`src/rtl/gm_pkg.sv`:
```
// rtl/gm_pkg.sv - shared constants and key-code type for GameManager input logic
//
// Purpose: widths and defaults shared by the button front end and the
// GameManager pattern compare.
package gm_pkg;

    localparam int KEY_W            = 3;
    localparam int NUM_BTN          = 8;
    localparam int DEBOUNCE_DEFAULT = 10000;

    // Button index 0..7; the pattern compare uses the same type.
    typedef logic [KEY_W-1:0] key_code_t;

endpackage

```
`src/rtl/btn_debounce.sv`:
```
// rtl/btn_debounce.sv - two-flop synchroniser plus counter debounce for one button
//
// Purpose: produce a clean level from one raw, asynchronous button input.
// Ports:
//   clk_2     - system clock
//   rst_n     - asynchronous active-low reset
//   raw_i     - raw button, active-high, asynchronous to clk_2
//   level_o   - debounced level; changes only after DEBOUNCE_CYCLES stable cycles
module btn_debounce
    import gm_pkg::*;
#(
    parameter int DEBOUNCE_CYCLES = DEBOUNCE_DEFAULT,
    parameter int CNT_W           = 14
) (
    input  logic clk_2,
    input  logic rst_n,
    input  logic raw_i,
    output logic level_o
);

    localparam logic [CNT_W-1:0] CNT_LAST = CNT_W'(DEBOUNCE_CYCLES - 1);

    logic [1:0]       sync_q;
    logic             level_q, level_d;
    logic [CNT_W-1:0] cnt_q, cnt_d;

    // The counter measures how long the synced input has disagreed with the
    // current level; any agreement restarts it, so bounces never get through.
    always_comb begin
        cnt_d   = cnt_q;
        level_d = level_q;
        if (sync_q[1] == level_q) begin
            cnt_d = '0;
        end else if (cnt_q == CNT_LAST) begin
            level_d = ~level_q;
            cnt_d   = '0;
        end else begin
            cnt_d = cnt_q + 1'b1;
        end
    end

    always_ff @(posedge clk_2 or negedge rst_n) begin
        if (!rst_n) begin
            sync_q  <= '0;
            level_q <= 1'b0;
            cnt_q   <= '0;
        end else begin
            sync_q  <= {sync_q[0], raw_i};
            level_q <= level_d;
            cnt_q   <= cnt_d;
        end
    end

    assign level_o = level_q;

endmodule

```
`src/rtl/button_event_encoder.sv`:
```
// rtl/button_event_encoder.sv - debounced button presses to a queue of key events
//
// Purpose: one key event per physical press, in press order, popped through
// a valid/ready handshake.
// Ports:
//   clk_2, rst_n  - clock, asynchronous active-low reset
//   btn_raw       - 8 raw buttons, active-high
//   enable        - high during the player-input phase; low flushes the queue
//   key_valid     - head event available
//   key_code      - button index of the head event
//   key_ready     - consumer accepts the head event
//   btn_level     - debounced levels
//   overflow      - sticky, an event was dropped on a full queue
//   clr_overflow  - synchronous clear of overflow
module button_event_encoder
    import gm_pkg::*;
#(
    parameter int DEBOUNCE_CYCLES = DEBOUNCE_DEFAULT,
    parameter int CNT_W           = 14,
    parameter int FIFO_DEPTH      = 4
) (
    input  logic               clk_2,
    input  logic               rst_n,
    input  logic [NUM_BTN-1:0] btn_raw,
    input  logic               enable,
    output logic               key_valid,
    output logic [KEY_W-1:0]   key_code,
    input  logic               key_ready,
    output logic [NUM_BTN-1:0] btn_level,
    output logic               overflow,
    input  logic               clr_overflow
);

    localparam int PTR_W = $clog2(FIFO_DEPTH);
    localparam int CNT_FW = PTR_W + 1;
    localparam logic [CNT_FW-1:0] FULL_COUNT = CNT_FW'(FIFO_DEPTH);

    // ---------------- debounce ----------------
    for (genvar g = 0; g < NUM_BTN; g++) begin : g_db
        btn_debounce #(
            .DEBOUNCE_CYCLES (DEBOUNCE_CYCLES),
            .CNT_W           (CNT_W)
        ) u_db (
            .clk_2   (clk_2),
            .rst_n   (rst_n),
            .raw_i   (btn_raw[g]),
            .level_o (btn_level[g])
        );
    end

    // ---------------- press detect and arbiter ----------------
    logic [NUM_BTN-1:0] level_prev_q;
    logic [NUM_BTN-1:0] pending_q, pending_d;
    logic [NUM_BTN-1:0] rise;
    logic [NUM_BTN-1:0] cand;
    logic               push_req;
    key_code_t          push_code;

    // A rise is offered to the arbiter in the same cycle it is seen, so a
    // lone press reaches the queue one cycle after the level changes.
    assign rise = btn_level & ~level_prev_q;
    assign cand = enable ? (pending_q | rise) : '0;

    always_comb begin
        push_req  = 1'b0;
        push_code = '0;
        // Descending scan leaves the lowest set index as the winner.
        for (int i = NUM_BTN - 1; i >= 0; i--) begin
            if (cand[i]) begin
                push_req  = 1'b1;
                push_code = key_code_t'(i);
            end
        end
        // The winner leaves pending whether it is queued or dropped.
        pending_d = cand & ~(NUM_BTN'(1) << push_code);
        if (!push_req) begin
            pending_d = cand;
        end
    end

    // ---------------- event FIFO ----------------
    key_code_t         mem_q [FIFO_DEPTH];
    logic [PTR_W-1:0]  wr_ptr_q, wr_ptr_d;
    logic [PTR_W-1:0]  rd_ptr_q, rd_ptr_d;
    logic [CNT_FW-1:0] count_q, count_d;
    logic              overflow_q, overflow_d;
    logic              full, pop, push_ok, drop;

    assign full    = (count_q == FULL_COUNT);
    assign pop     = key_valid && key_ready;
    assign push_ok = push_req && (!full || pop);
    assign drop    = push_req && full && !pop;

    always_comb begin
        wr_ptr_d = wr_ptr_q;
        rd_ptr_d = rd_ptr_q;
        count_d  = count_q;
        if (!enable) begin
            wr_ptr_d = '0;
            rd_ptr_d = '0;
            count_d  = '0;
        end else begin
            if (push_ok) wr_ptr_d = wr_ptr_q + 1'b1;
            if (pop)     rd_ptr_d = rd_ptr_q + 1'b1;
            case ({push_ok, pop})
                2'b10:   count_d = count_q + 1'b1;
                2'b01:   count_d = count_q - 1'b1;
                default: count_d = count_q;
            endcase
        end
    end

    // A drop in the same cycle as a clear wins, so no drop goes unreported.
    always_comb begin
        overflow_d = overflow_q;
        if (drop) begin
            overflow_d = 1'b1;
        end else if (clr_overflow) begin
            overflow_d = 1'b0;
        end
    end

    always_ff @(posedge clk_2 or negedge rst_n) begin
        if (!rst_n) begin
            level_prev_q <= '0;
            pending_q    <= '0;
            wr_ptr_q     <= '0;
            rd_ptr_q     <= '0;
            count_q      <= '0;
            overflow_q   <= 1'b0;
            for (int i = 0; i < FIFO_DEPTH; i++) begin
                mem_q[i] <= '0;
            end
        end else begin
            level_prev_q <= btn_level;
            pending_q    <= pending_d;
            wr_ptr_q     <= wr_ptr_d;
            rd_ptr_q     <= rd_ptr_d;
            count_q      <= count_d;
            overflow_q   <= overflow_d;
            if (enable && push_ok) begin
                mem_q[wr_ptr_q] <= push_code;
            end
        end
    end

    // Outputs depend only on registers, so the head stays stable while stalled.
    assign key_valid = (count_q != '0);
    assign key_code  = key_valid ? mem_q[rd_ptr_q] : '0;
    assign overflow  = overflow_q;

endmodule
```
`config.mk`:
```
export PLATFORM = sky130hd
export DESIGN_NAME = button_event_encoder
export DESIGN_NICKNAME = d
export VERILOG_FILES = /design/src/rtl/gm_pkg.sv /design/src/rtl/btn_debounce.sv /design/src/rtl/button_event_encoder.sv
export SDC_FILE = /design/constraint.sdc
export NUM_CORES = 1
export LEC_CHECK = 0
export BUFFER_PORTS_ARGS = -buffer_cell sky130_fd_sc_hd__buf_2
export CAP_MARGIN = 15
export CORE_ASPECT_RATIO = 0.9
export CORE_MARGIN = 5
export CORE_UTILIZATION = 39
export CTS_CLUSTER_DIAMETER = 30
export DETAILED_ROUTE_END_ITERATION = 8
export SLEW_MARGIN = 10
export SYNTH_ARGS = -nofsm -noshare
export SYNTH_HDL_FRONTEND = slang
export SYNTH_SLANG_ARGS = --single-unit
export TNS_END_PERCENT = 10
```
`constraint.sdc`:
```
create_clock -name clk_2 -period 3.9 [get_ports clk_2]
set_input_delay 0.975 -clock clk_2 [delete_from_list [all_inputs] [get_ports clk_2]]
set_output_delay 0.975 -clock clk_2 [all_outputs]
set_load 0.01 [all_outputs]
```
==> Yosys cells after proc, flatten, opt, wreduce, memory -nomap -nowiden <==
Index checks and enable logic that the tools add are counted.
{ "op_classes": {"mux": 49, "order_cmp": 3, "reduce_logical": 19, "n_eq_ne": 22, "shifts": 1, "bitwise": 23, "add_sub_neg": 12} }
{ "op_table": {"columns": ["op", "n"], "rows": [
  ["$mux W14", 16],
  ["$add A14 B1 Y14 const B", 8],
  ["$eq A14 B14 Y1 const B", 8],
  ["$mux W3", 13],
  ["$and A8 B8 Y8", 2],
  ["$mux W8", 2],
  ["$not A1 Y1", 16],
  ["$not A8 Y8", 2],
  ["$reduce_and A2 Y1", 8],
  ["$bwmux W12", 1],
  ["$mux W1", 10],
  ["$eq A1 B1 Y1", 8],
  ["$mux W2", 4],
  ["$or A8 B8 Y8", 1],
  ["$shl A1 B3 Y8 const A", 1],
  ["$bmux W3 S2", 1],
  ["$demux W3 S2", 1],
  ["$ge A3 B3 Y1 const B", 2],
  ["$logic_and A1 B1 Y1", 6],
  ["$not A2 Y3", 2],
  ["$pmux W3 S2", 1],
  ["$add A2 B1 Y2 const B", 2],
  ["$ne A2 B1 Y1 const B", 2],
  ["$add A3 B1 Y3 const B", 1],
  ["10 further kinds", 11]
]} }
{ "word_totals": {"reg_bits": 172, "elab_cells": 163} }

==> Longest topological paths before layout <==
Gate-level depths: netlist (run 1).
{ "depth": {"ltp_word": 16, "mapped_depth": 8} }

==> By module <==
A second synthesis (run 1) with hierarchy kept.
{ "hier_totals": {"hier_cells": 722, "hier_area_um2": 8124.0} }
{ "modules_own_cells": {"columns": ["mod", "area_per_inst_um2", "cells_per_inst", "instances", "seq_area_each_um2"], "rows": [
  ["btn_debounce", 788.3, 72, 8, 425.4],
  ["button_event_encoder", 1818.0, 146, 1, 900.9]
]} }

==> Worst setup path after synthesis (run 1) <==
Ideal clock, no wire load.
{ "synth_path": {"path_kind": "input to register", "from": "input enable", "to": "register count_q[2]", "arrival_time_ps": 2268, "n_path_buf": 1, "setup_slack_ps": 1553, "stages": 8, "path_cell_list": "buf_6 o41ai_4 nand4_4 nor2_1 fa_1 and3_1 mux2i_1 mux2i_1"} }
{ "synth_via": {"elab_chain_len": 13} }
{ "synth_lines": {"columns": ["element", "line", "source"], "rows": [
  ["start: declaration", "button_event_encoder.sv:25", "input logic enable,"],
  ["$mux W8", "button_event_encoder.sv:62", "assign cand = enable ? (pending_q | rise) : '0;"],
  ["$mux W1 (8 in series)", "button_event_encoder.sv:69", "if (cand[i]) begin"],
  ["$logic_and A1 B1 Y1", "button_event_encoder.sv:91", "assign push_ok = push_req && (!full || pop);"],
  ["$eq A2 B1 Y1 / $eq A2 B2 Y1 (equally long branches)", "button_event_encoder.sv:105", "case ({push_ok, pop})"],
  ["$pmux W3 S2", "button_event_encoder.sv:105", null],
  ["$mux W3", "button_event_encoder.sv:98", "if (!enable) begin"],
  ["end signal: assignment", "button_event_encoder.sv:139", "count_q <= count_d;"],
  ["end: declaration", "button_event_encoder.sv:85", "logic [CNT_FW-1:0] count_q, count_d;"]
]} }
Parallel ways exist; a longest one is shown, timed or not.
A chain may end at the register's enable or synchronous reset.

==> Worst setup path after layout (run 1) <==
{ "layout_path": {"from": "register rd_ptr_q[0]", "to": "output key_code[1]"} }
{ "layout_via": {"elab_chain_len": 5} }
{ "layout_lines": {"columns": ["element", "line", "source"], "rows": [
  ["start: declaration", "button_event_encoder.sv:84", "logic [PTR_W-1:0] rd_ptr_q, rd_ptr_d;"],
  ["start signal: assignment", "button_event_encoder.sv:138", "rd_ptr_q <= rd_ptr_d;"],
  ["$not A2 Y3 (implied by the code)", "button_event_encoder.sv:149", "assign key_code = key_valid ? mem_q[rd_ptr_q] : '0;"],
  ["$bmux W3 S2", "button_event_encoder.sv:149", null],
  ["$mux W3 (implied by the code) (2 in series)", "button_event_encoder.sv:149", null],
  ["$mux W3", "button_event_encoder.sv:149", null],
  ["end: declaration", "button_event_encoder.sv:27", "output logic [KEY_W-1:0] key_code,"]
]} }
Every way passes these cells. The select of a mux whose other input is x is not followed.

==> results of run 1 <==
[Yosys cell counts (5+ instances only)]
| library cell | count | share of area [%] |
|---|---|---|
| nand3_1 | 34 | 2.2 |
| and4_1 | 5 | 0.56 |
| nor3_1 | 10 | 0.64 |
| dfrtp_1 | 172 | 55 |
| and2b_1 | 5 | 0.48 |
| and3_1 | 39 | 3.1 |
| mux2i_1 | 5 | 0.64 |
| xnor2_1 | 37 | 4.2 |
| ha_1 | 12 | 1.9 |
| or3_1 | 13 | 1.0 |
| nand4_1 | 18 | 1.4 |
| inv_1 | 9 | 0.43 |
| clkbuf_1 | 9 | 0.43 |
| xor2_1 | 57 | 6.4 |
| buf_4 | 8 | 0.77 |
| nor2_1 | 113 | 5.5 |
| mux2_2 | 20 | 2.9 |
| a21oi_1 | 16 | 1.0 |
| nor4b_1 | 7 | 0.79 |
| o21ai_0 | 19 | 1.2 |
| nand2_1 | 56 | 2.7 |
[cells by family after synthesis]
group	count (synthesis)	synth area share [%]
other cells	1	0.04826
compound gates	50	4.830
xor+xnor	94	10.59
buf+inv	30	2.029
mux	29	4.605
simple gates	317	20.32
fa+ha+maj	13	2.190
flops	172	55.39
[sequential cells by signal, indices dropped and copies added (netlist names)]
signal             flops
rd_ptr_q               2
wr_ptr_q               2
g_db.u_db.sync_q      16
level_prev_q           8
g_db.u_db.cnt_q      112
mem_q                 12
overflow               1
count_q                3
pending_q              8
g_db.u_db.level_o      8
[layer usage]
layer  GRT usage (%)  vias up
li1                -     2465
met1           17.34     2284
met2           18.03       52
met3           3.183        7
met4           4.255        0
met5               0        -
[report_power, final]
part / total (mW) / switching, mW / internal, mW
Sequential: 1.89 / 0.0527 / 1.83
Combinational: 0.249 / 0.148 / 0.102
Clock: 1.78 / 0.725 / 1.06
[layout make-up]
class	count	area, µm²	share of cell area, %
multi-input combinational	504	3309	37.80
inverter	9	33.78	0.3859
clock inverter	13	176.4	2.015
tap	255	319.1	3.644
sequential	172	4304	49.16
clock buffer	19	452.9	5.174
timing repair buffer	27	158.9	1.815
[how the worst max path moves through the flow]
stage	from	end	cells past startpoint
after CTS	rd_ptr_q[0]	key_code[1]	3
after floorplan	enable	count_q[2]	8
after global routing	rd_ptr_q[0]	key_code[1]	3
after global placement	enable	count_q[2]	8
final	rd_ptr_q[0]	key_code[1]	3
after detailed placement	enable	mem_q[9]	6
[worst max-delay path, delay by kind of cell (launching register included)]
family        cells  cell delay, ns
flops             1            0.49
simple gates      1            0.16
buf+inv           1            0.13
mux               1            0.55
[cell usage in the layout, fill, tap and decap left out, drive strengths merged, types with 7 or more instances in the layout]
cell type,n
a21oi,16
and3,40
buf,27
clkbuf,19
dfrtp,172
ha,12
inv,15
mux2,21
nand2,56
nand3,34
nand4,19
nor2,113
nor3,10
nor4b,7
o21ai,19
or3,13
xnor2,37
xor2,57
[stage by stage]
step                hold WS, ns  cell area, µm²
finish                   0.3471            8755
global route             0.3621            8755
CTS                      0.3507            8755
detailed placement       0.3347            8125
global placement         0.3314            8125
floorplan                0.3312            7771
==> flow_summary_export.csv, run 1 <==
group,metric,value,unit
status,outcome,"complete, no violations",
yosys,async_reset_ff_share,100.0,%
worst_setup_path,end_kind,"primary output",
floorplanning,dieHeight,143.9,µm
cts,tritoncts,"yes",
floorplanning,die_w,158.8,µm
place,placed_cells,967,
cts,cts_root_buffer,"clkbuf_16",
cts,post_cts_buffers,0,
finish,num-nets-final,757,
worst_setup_path,r2r_start,"g_db[1].u_db.level_o",
detailed_routing,top_layer_used,"met4",
detailed_routing,via_per_inst,4.813,
detailed_routing,wl,13.01,mm
cts,clockBufferDepth,2,
place,gp_congestion,0.7866,
yosys,synth_edf_count,0,
floorplanning,core,19800,µm²
finish,fin_cells,999,
floorplanning,start_util,39.24,%
place,io_buffers,25,
cts,postCtsHoldBufs,0,
worst_setup_path,crit_path_max_incr_delay,0.55,ns
detailed_routing,route.detailed.drc,0,
worst_hold_path,hold_depth,0,
yosys,synth_cell_types,50,
cts,cts.sinks,172,
finish,fin_util,44.21,%
yosys,synth_seq_cells,172,
yosys,synth_top_flop_cell,"dfrtp_1",
worst_hold_path,hold_path.class,"reg -> reg",
sta,fin_crit_sh,70.14,%
detailed_routing,wl_met2,5.704,mm
worst_setup_path,crit_slowest_cell,"mux4_2",
cts,clock_latency,0.42,ns
power_and_ir_drop,leakagePower,4.093,nW
sta,max_slew_margin,54.53,%
yosys,yosysWarnings,0,
detailed_routing,drtIter0Drc,270,
power_and_ir_drop,p_per_area,447.9,nW/µm²
detailed_routing,drt.antenna.violating_nets,0,
sta,layout_setup_ws,1.164,ns
place,place_ws,1.012,ns
worst_setup_path,worstSetupStartpointType,"flip-flop",
power_and_ir_drop,peakVddDrop,286.8,µV
worst_setup_path,reg2reg_slack,1.67,ns
sta,fin_skew,0.009837,ns
worst_setup_path,cp.required,2.92,ns
worst_setup_path,arrival,1.76,ns
yosys,synth_fp_nets,732,
sta,worst_slew_pin_slew,0.6820,ns
worst_setup_path,crit_fanout,5,
sta,fmax,0.3656,GHz
floorplanning,die-area,22850,µm²
finish,antenna_cells,0,
power_and_ir_drop,finalPower,3.921,mW
finish,final_layout_size_suffix_gt1_share,12.50,%
run,cap_violations,0,
cts,cts.clk_slew.worst_paths,0.07,ns
detailed_routing,wl_met1,6.813,mm
sta,fin_crit,2.736,ns
detailed_routing,vias,4808,
sta,fin_setup_tns,0,ns
cts,cts-buffers-inserted,17,
cts,h-tree-depth,4,
worst_setup_path,crit_chain,"mux4_2 > and2_1 > buf_2",
global_route,grt_pass1_vias,4767,
worst_hold_path,min-delay-start,"g_db[0].u_db.sync_q[0]",
global_route,grt_max_degree,73,
yosys,syn_area,7771,µm²
sta,finalSetupViolations,0,
detailed_routing,avgRoutedWirePerCell,13.02,µm
worst_setup_path,r2r-end,"count_q[2]",
yosys,postSynthCellCount,706,
floorplanning,num_rows,49,
yosys,syn_area_per_cell,11.01,µm²
sta,hold_viol,0,
floorplanning,ios,26,
worst_setup_path,setup.worst_path.class,"reg -> out",
detailed_routing,met3_length,372,µm
sta,rsz0062_at_grt,"false",
global_route,grt_pass1_wl,23.12,mm
detailed_routing,first_pass_iters,4,
global_route,grt.total_usage,12.15,%
worst_hold_path,min_to,"g_db[0].u_db.sync_q[1]",
global_route,gr-total-overflow,0,
global_route,antenna_found_initial,0,
yosys,ys_seq_area_share,55.39,%
place,dp_hpwl,8.747,mm
sta,slew_violations,0,
worst_setup_path,r2r_cells,8,
finish,n_fill_cell,1853,
cts,ctsResizeCount,0,
finish,area_delta_synth_final,12.66,%
No activity file was read; power rests on OpenSTA's default activity.
==> inputs of run 2 (changes only) <==
--- a/config.mk
+++ b/config.mk
@@ -5,6 +5,7 @@
 export SDC_FILE = /design/constraint.sdc
 export NUM_CORES = 1
 export LEC_CHECK = 0
+export ABC_AREA = 1
 export BUFFER_PORTS_ARGS = -buffer_cell sky130_fd_sc_hd__buf_2
 export CAP_MARGIN = 15
 export CORE_ASPECT_RATIO = 0.9
==> constraint.sdc (replaced) <==
create_clock -name clk_2 -period 2.65 [get_ports clk_2]
set_input_delay 0.6625 -clock clk_2 [delete_from_list [all_inputs] [get_ports clk_2]]
set_output_delay 0.6625 -clock clk_2 [all_outputs]
set_load 0.01 [all_outputs]
==> flow_summary_export.csv, run 2 <==
group,metric,value,unit
worst_setup_path,end_kind,"primary output",
yosys,async_reset_ff_share,100.0,%
sta,max_slew_margin,61.52,%
sta,finalSetupViolations,0,
cts,cts_root_buffer,"clkbuf_16",
cts,cts-buffers-inserted,17,
cts,post_cts_buffers,0,
cts,cts.sinks,172,
finish,largest_register_ffs,112,
global_route,use_met3,3.288,%
worst_setup_path,r2r_start,"count_q[1]",
finish,final_area,9702,µm²
sta,fmax,0.4344,GHz
cts,ctsResizeCount,0,
detailed_routing,avgRoutedWirePerCell,12.24,µm
finish,final_cell_mix,"172 x dfrtp_1, 150 x nand2_1, 148 x inv_1, 115 x nor2_1, 65 x nand3_1",
yosys,synth_seq_cells,172,
status,outcome,"complete, no violations",
detailed_routing,wl,16.31,mm
yosys,ys_seq_area_share,49.73,%
place,dp_hpwl,11.97,mm
power_and_ir_drop,finalPower,5.735,mW
floorplanning,core,21760,µm²
finish,num-nets-final,1054,
worst_setup_path,arrival,1.64,ns
worst_setup_path,cp.required,1.99,ns
floorplanning,die-area,25270,µm²
power_and_ir_drop,leakagePower,4.521,nW
place,placement.cell_area,9133,µm²
detailed_routing,vias,6270,
detailed_routing,first_pass_iters,5,
yosys,synth_most_common_cell,"dfrtp_1",
worst_setup_path,r2r_cells,12,
finish,final_layout_size_suffix_gt1_share,13.45,%
worst_setup_path,reg2reg_slack,0.48,ns
sta,fin_skew,0.008222,ns
detailed_routing,drt.antenna.violating_nets,0,
yosys,synth_edf_count,0,
global_route,use_met1,18.95,%
floorplanning,ios,26,
global_route,busiest_layer,"met2",
run,cap_violations,0,
finish,area_delta_synth_final,12.10,%
finish,regMostFlops,"g_db.u_db.cnt_q",
yosys,syn_area,8655,µm²
sta,fin_crit,2.302,ns
yosys,yosys-top-cells-area,"dfrtp_1 50%, nand2_1 6.5%, inv_1 6.4%, nor2_1 5.0%, nand3_1 3.8%",
detailed_routing,via_per_inst,4.707,
finish,layout_commonest_cell,"dfrtp_1",
sta,slew_violations,0,
global_route,grt_max_degree,61,
cts,clockBufferDepth,2,
worst_setup_path,setup.worst_path.class,"reg -> out",
sta,rsz0062_at_grt,"false",
finish,reg_top3,"g_db.u_db.cnt_q (112), g_db.u_db.sync_q (16), mem_q (12)",
floorplanning,start_util,39.77,%
sta,fin_crit_sh,86.87,%
yosys,yosysTopAreaCellShare,49.73,%
place,io_buffers,25,
global_route,grt_pass1_vias,6217,
sta,hold_viol,0,
yosys,synth_top_flop_cell,"dfrtp_1",
yosys,synth_cell_types,46,
global_route,groute.layer.met2.usage,21.98,%
global_route,grt_pass1_wl,28.90,mm
cts,cts.clk_slew.worst_paths,0.07,ns
place,gp_congestion,0.8319,
floorplanning,die_w,167.0,µm
yosys,synth_commonest_cells,"172 x dfrtp_1, 150 x nand2_1, 148 x inv_1",
power_and_ir_drop,peakVddDrop,335.1,µV
yosys,yosysWarnings,0,
worst_setup_path,crit_fanout,8,
yosys,synth_top_area_cell,"dfrtp_1",
worst_setup_path,worstSetupStartpointType,"flip-flop",
global_route,grt.total_usage,13.73,%
sta,worst_slew_pin_slew,0.5771,ns
cts,h-tree-depth,4,
yosys,synth_fp_nets,1017,
detailed_routing,route.detailed.drc,0,
worst_hold_path,hold_path.class,"in -> async",
finish,antenna_cells,0,
sta,fin_setup_tns,0,ns
detailed_routing,drtIter0Drc,369,
power_and_ir_drop,p_per_area,591.1,nW/µm²
floorplanning,num_rows,51,
global_route,gr-total-overflow,0,
cts,postCtsHoldBufs,0,
floorplanning,dieHeight,151.3,µm
global_route,antenna_found_initial,0,
worst_setup_path,r2r-end,"count_q[2]",
cts,clock_latency,0.42,ns
yosys,syn_area_per_cell,8.733,µm²
yosys,postSynthCellCount,991,
cts,tritoncts,"yes",
finish,fin_util,44.59,%
run 2: changes by cell type in the layout (fill, tap and decap cells not counted), sizes merged, moves of 24 or more:
cell | before | now
nor3 | 10 | 60
nand3 | 34 | 72
and3 | 40 | 9
inv | 15 | 168
xnor2 | 37 | 13
nand2 | 56 | 160
xor2 | 57 | 32
run 2: how the worst max path moves through the flow:
stage	end	cells past startpoint	start
global placement	count_q[2]	13	enable
global route	key_code[2]	5	rd_ptr_q[0]
detailed placement	count_q[2]	13	enable
CTS	key_code[2]	5	rd_ptr_q[0]
floorplan	count_q[2]	14	enable
finish	key_code[0]	5	rd_ptr_q[0]
run 2: report_power, final:
group          switching, mW  internal (mW)  total (mW)
clock                   1.06           1.35        2.41
sequential            0.0810           2.73        2.81
combinational          0.330          0.184       0.514
run 2: layer usage:
metal,wire length [µm],share of wire [%]
met4,130,0.80
met5,0,0
met2,7250,44
met1,8318,51
met3,609,3.7
run 2: critical path, cell delays in order (launching register included):
cell and delay, ns:
dfrtp_1 0.48, inv_1 0.17, a21oi_1 0.14, o21ai_0 0.09
a21oi_1 0.18, buf_2 0.17
run 2: per-stage QoR:
stage | cells | setup WS [ns] | hold WS (ns)
after global placement | 1300 | 0.1971 | 0.3328
after CTS | 1332 | 0.3427 | 0.2318
final | 1332 | 0.3479 | 0.2182
after floorplan | 991 | 0.4930 | 0.3312
after global routing | 1332 | 0.1634 | 0.2579
after detailed placement | 1300 | 0.1451 | 0.3347
run 2: final cells by class:
class	count	area (µm²)
clock buffer	20	456.7
clock inverter	12	112.6
fill	2132	12060
inverter	166	623.1
multi-input combinational	641	3635
sequential	172	4304
tap	291	364.1
timing repair buffer	30	206.4
run 2: logic make-up after synthesis:
family / count (synthesis) / synth area share, %
other cells: 1 / 0.04333
mux: 8 / 1.041
xor+xnor: 45 / 4.554
flops: 172 / 49.73
simple gates: 484 / 28.54
compound gates: 90 / 5.855
fa+ha+maj: 13 / 1.966
buf+inv: 178 / 8.269
==> inputs of run 3 (changes only) <==
--- a/config.mk
+++ b/config.mk
@@ -13,6 +13,7 @@
 export CORE_UTILIZATION = 39
 export CTS_CLUSTER_DIAMETER = 30
 export DETAILED_ROUTE_END_ITERATION = 8
+export HOLD_SLACK_MARGIN = 0.03
 export SLEW_MARGIN = 10
 export SYNTH_ARGS = -nofsm -noshare
 export SYNTH_HDL_FRONTEND = slang
==> constraint.sdc (replaced) <==
create_clock -name clk_2 -period 2.4 [get_ports clk_2]
set_input_delay 0.6 -clock clk_2 [delete_from_list [all_inputs] [get_ports clk_2]]
set_output_delay 0.6 -clock clk_2 [all_outputs]
set_load 0.01 [all_outputs]
==> flow_summary_export.csv, run 3 (same netlist as run 2, synthesis figures left out) <==
group,metric,value,unit
worst_setup_path,setup.worst_path.class,"reg -> out",
sta,fin_setup_tns,0,ns
place,place_ws,0.04186,ns
worst_setup_path,crit_fanout,4,
global_route,grt_pass1_vias,6239,
cts,cts-buffers-inserted,17,
floorplanning,die_w,167.0,µm
finish,final_area,9771,µm²
sta,fin_crit_sh,91.05,%
floorplanning,die-area,25270,µm²
floorplanning,ios,26,
global_route,grt_pass1_wl,29.04,mm
detailed_routing,wl,16.19,mm
cts,post_cts_buffers,0,
cts,clockBufferDepth,2,
cts,cts.sinks,172,
floorplanning,start_util,39.77,%
global_route,antenna_found_initial,0,
global_route,gr-total-overflow,0,
worst_setup_path,worstSetupStartpointType,"flip-flop",
place,placement.cell_area,9185,µm²
power_and_ir_drop,combPwrFrac,9.1,%
finish,area_delta_synth_final,12.90,%
finish,reg_top3,"g_db.u_db.cnt_q (112), g_db.u_db.sync_q (16), mem_q (12)",
power_and_ir_drop,pwr-share-seq,48.4,%
global_route,grt.total_usage,13.79,%
finish,final_cell_mix,"171 x dfrtp_1, 150 x nand2_1, 148 x inv_1, 115 x nor2_1, 65 x nand3_1",
status,outcome,"complete, no violations",
finish,fin_util,44.90,%
detailed_routing,avgRoutedWirePerCell,12.09,µm
sta,fmax,0.4576,GHz
power_and_ir_drop,power_switching,1.617,mW
place,gp_congestion,0.8149,
detailed_routing,first_pass_iters,6,
worst_hold_path,hold_path.class,"in -> async",
sta,rsz0062_at_grt,"false",
cts,cts.clk_slew.worst_paths,0.06,ns
finish,layout_commonest_cell,"dfrtp_1",
finish,regMostFlops,"g_db.u_db.cnt_q",
power_and_ir_drop,power.share.clock,42.5,%
finish,num-nets-final,1061,
detailed_routing,via_per_inst,4.756,
global_route,grt_max_degree,47,
sta,fin_crit,2.185,ns
power_and_ir_drop,peakVddDrop,417.0,µV
sta,fin_skew,0.01144,ns
cts,tritoncts,"yes",
detailed_routing,route.detailed.drc,0,
power_and_ir_drop,switching_share,25.17,%
floorplanning,dieHeight,151.3,µm
sta,slew_violations,0,
finish,largest_register_ffs,112,
finish,final_layout_size_suffix_gt1_share,14.12,%
detailed_routing,drt.antenna.violating_nets,0,
worst_setup_path,crit_start,"count_q[1]",
detailed_routing,drtIter0Drc,332,
power_and_ir_drop,leakagePower,4.573,nW
sta,finalSetupViolations,0,
place,io_buffers,25,
power_and_ir_drop,finalPower,6.424,mW
cts,h-tree-depth,4,
sta,layout_setup_ws,0.2148,ns
power_and_ir_drop,p_int,4.807,mW
floorplanning,core,21760,µm²
cts,cts_root_buffer,"clkbuf_16",
detailed_routing,vias,6368,
finish,antenna_cells,0,
worst_setup_path,arrival,1.59,ns
sta,hold_viol,0,
place,dp_hpwl,11.83,mm
cts,clock_latency,0.42,ns
worst_setup_path,r2r_start,"g_db[5].u_db.level_o",
floorplanning,num_rows,51,
worst_setup_path,end_kind,"primary output",
run,cap_violations,0,
worst_setup_path,cp.required,1.80,ns
power_and_ir_drop,p_per_area,657.5,nW/µm²
[run 3: through the flow]
| step | hold slack [ns] | std cells |
|---|---|---|
| 2_1_floorplan | 0.3044 | 991 |
| 3_3_place_gp | 0.3329 | 1307 |
| 3_5_place_dp | 0.3379 | 1307 |
| 4_1_cts | 0.1160 | 1339 |
| 5_1_grt | 0.1402 | 1339 |
| 6_report | 0.1146 | 1339 |
[run 3: area by class of cell]
class                      count  area, µm²
fill                        2117      11990
sequential                   172       4305
multi-input combinational    641       3635
inverter                     166      623.1
clock buffer                  19      442.9
tap                          291      364.1
timing repair buffer          37      259.0
clock inverter                13      141.4
[run 3: critical path, stage by stage, from the launching register on]
cell     delay [ns]
dfrtp_1        0.41
or2_1          0.27
nor2_2         0.12
buf_4          0.15
a21oi_1        0.06
buf_2          0.15
[run 3: power groups by stage]
stage	clock (mW)	sequential, mW	combinational, mW
5_1_grt	2.94	3.12	0.682
4_1_cts	2.81	3.11	0.603
3_3_place_gp	0	3.16	0.593
3_5_place_dp	0	3.16	0.601
2_1_floorplan	0	3.14	0.382
6_report	2.73	3.11	0.588
[run 3: what timing repair did]
| item | 4_1_cts | 5_1_grt |
|---|---|---|
| hold endpoints to repair | 0 | 0 |
| hold buffers | 0 | 0 |
| setup endpoints to repair | 0 | 1 |
| resized for setup | 0 | 1 |
[run 3: worst paths after layout]
| check | slack, ns | cells after the start | end |
|---|---|---|---|
| max | 0.21 | 5 | key_code[0] |
| min | 0.11 | 1 | g_db[6].u_db.cnt_q[10] |
| max reg2reg | 0.35 | 14 | count_q[2] |
| min reg2reg | 0.35 | 0 | g_db[7].u_db.sync_q[1] |
| max in group asynchronous | 1.71 | 2 | g_db[1].u_db.cnt_q[3] |
| min in group clk_2 | 0.28 | 1 | g_db[0].u_db.sync_q[0] |
[run 3: per-layer routing]
layer  vias up  track usage [%]  wire [µm]
li1       3276                -          -
met1      3000            18.77       8189
met5         -                0          0
met3        12            3.288        536
met4         0            4.213        174
met2        80            22.04       7284
